**src/rtl/key_press_classifier.sv**
```systemverilog
// Synchronises, debounces and classifies one active-low push-button into short/long/double events.
// Optional auto-repeat while held past long is built only when KEY_CLASS_REPEAT_EN is defined.
module key_press_classifier #(
  parameter int DEB_CYCLES    = 120000,
  parameter int LONG_CYCLES   = 9000000,
  parameter int GAP_CYCLES    = 3000000,
  parameter int REPEAT_CYCLES = 1200000
) (
  input  logic       i_clk,
  input  logic       i_rst_n,
  input  logic       i_key,
  output logic       o_level,
  output logic       o_short,
  output logic       o_long,
  output logic       o_double,
  output logic       o_repeat,
  output logic [2:0] o_state
);

  localparam int MAX_LG = (LONG_CYCLES > GAP_CYCLES) ? LONG_CYCLES : GAP_CYCLES;
  localparam int MAX_P  = (MAX_LG > REPEAT_CYCLES) ? MAX_LG : REPEAT_CYCLES;
  localparam int CNT_W  = $clog2(MAX_P + 1);
  localparam int DEB_W  = $clog2(DEB_CYCLES + 1);

  localparam logic [DEB_W-1:0] DEB_LAST  = DEB_W'(DEB_CYCLES - 1);
  localparam logic [CNT_W-1:0] LONG_LAST = CNT_W'(LONG_CYCLES - 1);
  localparam logic [CNT_W-1:0] GAP_LAST  = CNT_W'(GAP_CYCLES - 1);

  typedef enum logic [2:0] {
    IDLE   = 3'd0,
    PRESS1 = 3'd1,
    GAP    = 3'd2,
    PRESS2 = 3'd3,
    HELD   = 3'd4
  } state_t;

  logic             r_sync1, r_sync2;
  logic [DEB_W-1:0] r_deb_cnt;
  logic             r_level, r_level_d;
  state_t           r_state;
  logic [CNT_W-1:0] r_cnt;
  logic             r_short, r_long, r_double;
  logic             w_press, w_release;
  logic [CNT_W-1:0] w_cnt_inc;

  // NOTE: sequential state always uses non-blocking assignments so every flop samples pre-edge values.
  // Resetting to 0 makes the synchroniser read "released" until the pin is sampled.
  always_ff @(posedge i_clk or negedge i_rst_n) begin
    if (!i_rst_n) begin
      r_sync1 <= 1'b0;
      r_sync2 <= 1'b0;
    end else begin
      r_sync1 <= ~i_key;
      r_sync2 <= r_sync1;
    end
  end

  always_ff @(posedge i_clk or negedge i_rst_n) begin
    if (!i_rst_n) begin
      r_deb_cnt <= '0;
      r_level   <= 1'b0;
      r_level_d <= 1'b0;
    end else begin
      r_level_d <= r_level;
      if (r_sync2 == r_level) begin
        r_deb_cnt <= '0;
      end else if (r_deb_cnt == DEB_LAST) begin
        r_level   <= r_sync2;
        r_deb_cnt <= '0;
      end else begin
        r_deb_cnt <= r_deb_cnt + 1'b1;
      end
    end
  end

  assign w_press   = r_level & ~r_level_d;
  assign w_release = ~r_level & r_level_d;
  assign w_cnt_inc = (r_cnt == {CNT_W{1'b1}}) ? r_cnt : r_cnt + 1'b1;

  // Release/press edges win over a threshold reached in the same cycle.
  always_ff @(posedge i_clk or negedge i_rst_n) begin
    if (!i_rst_n) begin
      r_state  <= IDLE;
      r_cnt    <= '0;
      r_short  <= 1'b0;
      r_long   <= 1'b0;
      r_double <= 1'b0;
    end else begin
      // NOTE: pulses default low every cycle so each event lasts exactly one clock.
      r_short  <= 1'b0;
      r_long   <= 1'b0;
      r_double <= 1'b0;
      case (r_state)
        IDLE: begin
          r_cnt <= '0;
          if (w_press) r_state <= PRESS1;
        end
        PRESS1: begin
          if (w_release) begin
            r_state <= GAP;
            r_cnt   <= '0;
          end else if (r_cnt == LONG_LAST) begin
            r_long  <= 1'b1;
            r_state <= HELD;
            r_cnt   <= '0;
          end else begin
            r_cnt <= w_cnt_inc;
          end
        end
        GAP: begin
          if (w_press) begin
            r_state <= PRESS2;
            r_cnt   <= '0;
          end else if (r_cnt == GAP_LAST) begin
            r_short <= 1'b1;
            r_state <= IDLE;
            r_cnt   <= '0;
          end else begin
            r_cnt <= w_cnt_inc;
          end
        end
        PRESS2: begin
          if (w_release) begin
            r_double <= 1'b1;
            r_state  <= IDLE;
            r_cnt    <= '0;
          end else if (r_cnt == LONG_LAST) begin
            r_long  <= 1'b1;
            r_state <= HELD;
            r_cnt   <= '0;
          end else begin
            r_cnt <= w_cnt_inc;
          end
        end
        HELD: begin
          r_cnt <= '0;
          if (w_release) r_state <= IDLE;
        end
        default: begin
          r_state <= IDLE;
          r_cnt   <= '0;
        end
      endcase
    end
  end

`ifdef KEY_CLASS_REPEAT_EN
  localparam int REP_W = $clog2(REPEAT_CYCLES + 1);
  localparam logic [REP_W-1:0] REP_LAST = REP_W'(REPEAT_CYCLES - 1);

  logic [REP_W-1:0] r_rep_cnt;
  logic             r_repeat;

  // Counts only while HELD, so the first pulse lands REPEAT_CYCLES after the long pulse.
  always_ff @(posedge i_clk or negedge i_rst_n) begin
    if (!i_rst_n) begin
      r_rep_cnt <= '0;
      r_repeat  <= 1'b0;
    end else begin
      r_repeat <= 1'b0;
      if (r_state != HELD || w_release) begin
        r_rep_cnt <= '0;
      end else if (r_rep_cnt == REP_LAST) begin
        r_repeat  <= 1'b1;
        r_rep_cnt <= '0;
      end else begin
        r_rep_cnt <= r_rep_cnt + 1'b1;
      end
    end
  end

  assign o_repeat = r_repeat;
`else
  assign o_repeat = 1'b0;
`endif

  assign o_level  = r_level;
  assign o_short  = r_short;
  assign o_long   = r_long;
  assign o_double = r_double;
  assign o_state  = r_state;

endmodule

```
**config.mk**
```make
export PLATFORM = sky130hd
export DESIGN_NAME = key_press_classifier
export DESIGN_NICKNAME = d
export VERILOG_FILES = /design/src/rtl/key_press_classifier.sv
export SDC_FILE = /design/constraint.sdc
export NUM_CORES = 1
export LEC_CHECK = 0
export ABC_AREA = 1
export CORE_UTILIZATION = 45
export CTS_CLUSTER_SIZE = 10
export DETAILED_ROUTE_END_ITERATION = 12
export SLEW_MARGIN = 25
export SYNTH_ARGS = -nofsm -noshare
export SYNTH_HDL_FRONTEND = slang
export SYNTH_SLANG_ARGS = --single-unit
```
**constraint.sdc**
```tcl
create_clock -name i_clk -period 1.95 [get_ports i_clk]
set_input_delay 0.195 -clock i_clk [delete_from_list [all_inputs] [get_ports i_clk]]
set_output_delay 0.195 -clock i_clk [all_outputs]
set_load 0.005 [all_outputs]
```
Word level (Yosys, flattened, before mapping)
Cells that the tools add are included.
{ "totals": {"register_bits": 51, "inputBits": 3, "out_inout_bits": 8, "wordCells": 58} }
{ "classes": {"n_addsub": 2, "n_eq_ne": 12, "n_mux": 24, "n_bitwise": 6, "reduce_logical": 4} }
{ "op_table": {"columns": ["cell", "count"], "rows": [
  ["$mux W24", 5],
  ["$eq A24 B24 Y1 const B", 2],
  ["$pmux W24 S2", 1],
  ["$mux W17", 2],
  ["$add A24 B1 Y24 const B", 1],
  ["$eq A24 B22 Y1 const B", 1],
  ["$mux W3", 7],
  ["$add A17 B1 Y17 const B", 1],
  ["$eq A17 B17 Y1 const B", 1],
  ["$pmux W3 S5", 1],
  ["$mux W1", 8],
  ["$eq A3 B2 Y1 const B", 2],
  ["$ne A2 B2 Y1 const B", 2],
  ["$not A1 Y1", 4],
  ["$eq A3 B1 Y1 const B", 1],
  ["$eq A3 B3 Y1 const B", 1],
  ["$logic_not A3 Y1", 1],
  ["$ne A3 B3 Y1 const B", 1],
  ["$reduce_and A3 Y1", 1],
  ["$and A1 B1 Y1", 2],
  ["$reduce_and A2 Y1", 1],
  ["$reduce_or A2 Y1", 1],
  ["$eq A1 B1 Y1", 1]
]} }

Depth between registers and ports, before layout
{ "logic_depth": {"depth_word": 5, "depth_mapped": 11, "mapped_depth_nobuf": 10} }

Least setup slack after synthesis
OpenSTA, ideal clock, no wires.
{ "synth_path": {"kind": "reg-to-reg", "start": "register r_cnt[0]", "end": "register r_cnt[7]", "setup_time_ns": 0.126, "arrival_time_ns": 1.444, "required_ns": 1.824, "path_slack_ns": 0.380, "stages_incl_launch_ff": 12, "path_buffers": 1, "period_less_slack_ns": 1.570, "cell_sequence": "dfrtp_1 -> ha_1 -> nand2_1 -> nor2_4 -> nand2_2 -> nor2_1 -> nand3_1 -> nand2_2 -> nand2_2 -> inv_2 -> buf_6 -> a21oi_1"} }
{ "synth_between": {"elab_chain_len": 5, "word_cells_on_any_way": 10, "classes_between": "add/sub: 1; eq/ne: 3; mux: 6"} }
{ "synth_lines": {"columns": ["item", "line_no", "source"], "rows": [
  ["start, declared", "41", "logic [CNT_W-1:0] r_cnt;"],
  ["start signal, assigned", "107", "r_cnt <= w_cnt_inc;"],
  ["start signal, assigned", "119", "r_cnt <= w_cnt_inc;"],
  ["start signal, assigned", "132", "r_cnt <= w_cnt_inc;"],
  ["$add A24 B1 Y24 or $eq A24 B24 Y1 (tied branches)", "78", "assign w_cnt_inc = (r_cnt == {CNT_W{1'b1}}) ? r_cnt : r_cnt + 1'b1;"],
  ["$mux W24", "78", null],
  ["$mux W24, on equally long branches", "102, 127, 114", null],
  ["$mux W24, on equally long branches", "123, 111", null],
  ["$pmux W24 S2 *", "93", "case (r_state)"]
]} }
Mark *: on every way between the ends. The rest lies on a longest branch, timed or not.
A chain may end at the register's enable or synchronous reset.

Worst setup path after layout
{ "layout_path": {"start": "register r_cnt[1]", "end": "register r_cnt[13]"} }
The elaborated chain is that of the path after synthesis.

==> results.md <==
- Rows: 30
- Top cells by area, synth: dfrtp_1 (41%), nand2_1 (10%), nor2_1 (9.6%)
- CTS buffer count: 5
- Fin. Hold Viols: 0
- Final setup TNS: 0 ns
- Routed WL per cell: between 10 and 15 um
- Area grow syn2layout: 10.5%
- Mean post-synth cell area: 7.27 sq um
- R2R depth: 11
- Max rail drop VDD: roughly 0.00026 V
- Synth Register Bits: 51
- Worst r2r dst: r_cnt[13]
- Synth Area in Compound Gates: 0.0319
- Leak: 1.44 nW
- Max-cap violation count: 0
- Maximum root-to-sink buffer count: 2
- Core area: 6760 sq um
- Post-synthesis mux area share: 0
- Global route total overflow: 0
- Post-Synth Simple-Gate Area: 0.421
- Clk root buf: clkbuf_8
- Reg power frac: 0.599
- Layout cells sized above 1: 0.102
- Filler cells: approximately 680
- Post-Place Cell Area: 3340 sq um
- Crit Path Class: reg2reg
- Dpl hpwl: roughly 5.6 mm
- Worst skew pair latency: ~0.3 ns
- Leading area contributor after synthesis: dfrtp_1
- Residual DRC: 0
- Largest register FFs: 24
- Largest family of logic cells by synthesized area: simple AND/OR/NAND/NOR gates
- Port bufs: 9
- Die height: 85.5 um
- Worst setup path endpoint: r_cnt[13]
- Ant diodes: 0
- Max FO, Critical Path: 8
- Slew headroom: 0.608
- Ys Warns: 0
- Max Fclk: roughly 560 MHz
- CTS tree: built
- Worst-Margin Slew: 0.587 ns
- GR Util All Layers: 0.222
- Worst R2R Setup Slack: between 0.15 and 0.2 ns
- Area fraction of the dominant cell type after synthesis: 0.406
- PD cells: approximately 510 nW/um^2
- Xor-xnor portion of the synthesized cell area: 0.0474
- Post-Place Setup Slack: 0.0974 ns
- Design area: 3470 sq um
- Drt pass-1 iters: 5
- Clock power share: 0.372
- Post-Syn Area: approximately 3100 sq um
- Vias per inst: 5.12
- Period utilisation layout: 0.912
- Pint: 0.00140 W
- Slew Limit Fails: 0
- Via count: 2730
- Hold depth: 0
- Clock-pin slew on the worst setup and hold paths: approximately 0.09 ns
- Syn Nets: 437
- Final setup violating endpoints: 0
- Starting Density: 0.465
- Die X: between 80 and 90 um
- Drt total wl: 7.21 mm
- Nets@finish: 457
- Vias in the first global route: approximately 2700
- Die area: 7320 sq um
- CP Launch Type: register
- Setup ws final: 0.171 ns
- # clock sinks: 51
- First-pass GRT wire length: 12.8 mm
- Comb power frac: 0.028
- Most flops, register: r_cnt
- Sw frac: 0.213
- R2r startpoint: r_cnt[1]
- H-tree levels: 2
- CP startpoint: r_cnt[1]
- CP Capture Type: register
- Largest net degree at the start of global routing: 28
- Initial antenna violation count: 0
- Critical Path AT: slightly below 2 ns
- Gate Count Post-Synth: 432
- Crit path time final: 1.78 ns
- Psw: between 0.0003 and 0.0004 W
- Count of unique library cells instantiated by Yosys: 36
- WHS: approximately 0.36 ns
- WP data required: 2.15 ns
- Status: finished clean
- Post-synthesis sequential area ratio: 0.406
- Hold Path Class: reg2reg
- Final Util: 0.514
- Routability cong.: approximately 0.93
- Skew final: 0.00337 ns
- ANT nets after route: 0
- I/O pin total: 11
- Post-Synth Adder-Cell Area: 0.00797
- Initial DRC Count: 190
## layout by cell type (no fill, tap or decap), drive strengths merged, types with 2 or more instances in the layout
master	count
nand2	95
nor2	92
inv	56
dfrtp	51
nand3	38
nand4	24
nor3	20
xor2	15
buf	10
a21oi	8
clkdlybuf4s50	8
clkbuf	8
o21ai	8
nand3b	3
or2	3
nor4	2
xnor2	2
ha	2
## metrics by stage
stage / cells / total power [W]
final: 533 / 0.00178
after global routing: 533 / 0.00186
after CTS: 531 / 0.00181
after detailed placement: 522 / 0.00114
after global placement: 522 / 0.00114
after floorplan: 432 / 0.00111
## cells in the mapped netlist (all sizes together)
library cell / count
ha: 2
inv: 57
conb: 1
nand3: 38
o21ai: 8
nor4b: 1
nor4: 2
nand2: 95
nor2: 92
nor3: 20
clkbuf: 1
a31oi: 1
dfrtp: 51
o22ai: 1
or2: 3
nand4: 24
xor2: 15
o211ai: 1
nand3b: 3
a21oi: 8
and2: 1
buf: 5
xnor2: 2
## final cells by class
class	instances	area (sq um)	share of cell area
Clock buffer	8	100	0.0288
Multi-Input combinational cell	318	1600	0.462
Tap cell	80	100	0.0288
Sequential cell	51	1280	0.368
Inverter	57	215	0.0620
Timing Repair Buffer	19	175	0.0505
## power by group through the flow
stage | sequential, W | clock, W | combinational, W
floorplan | 0.00109 | 0 | 0.0000171
global placement | 0.00109 | 0 | 0.0000520
detailed placement | 0.00109 | 0 | 0.0000519
CTS | 0.00107 | 0.000691 | 0.0000536
global route | 0.00107 | 0.000731 | 0.0000604
finish | 0.00107 | 0.000665 | 0.0000508
## what timing repair did
action | in CTS | in global routing
hold buffers | 1 | 0
setup endpoints to repair | 0 | 20
gates resized for setup | 0 | 2
buffers inserted | 0 | 2
endpoints found under the hold margin | 24 | 0
## worst min path at each step
stage | endpoint | slack (ns) | startpoint
finish | r_sync2 | 0.36 | r_sync1
global route | r_sync1 | 0.36 | i_key
CTS | r_sync1 | 0.36 | i_key
detailed placement | r_deb_cnt[8] | 0.23 | i_rst_n
global placement | r_deb_cnt[8] | 0.23 | i_rst_n
floorplan | o_double | -0.10 | i_rst_n
## critical path: stages, from the launching register on
cell,delay [ns]
dfrtp_1,0.37
ha_2,0.21
nand2_1,0.09
nor2_4,0.17
nand2_2,0.11
nor2_1,0.12
nand3_1,0.09
nand2_2,0.09
nand2_2,0.11
buf_4,0.19
nand3_1,0.07
inv_1,0.04
## cells by family after synthesis
family                     after synthesis
and+or+nand+nor                        279
buffers and inverters                   63
DFF                                     51
AOI/OAI and AO/OA                       19
xor gates and xnor gates                17
adders and majority gates                2
other                                    1
## routing by layer
metal | vias up | wire, um | global-route usage
met5 | - | 0 | 0
met4 | 0 | 101 | 0.0818
met3 | 9 | 277 | 0.0337
met2 | 60 | 3210 | 0.348
met1 | 1230 | 3620 | 0.313
li1 | 1431 | - | -
Note: power is estimated with default switching activity, not from simulation.
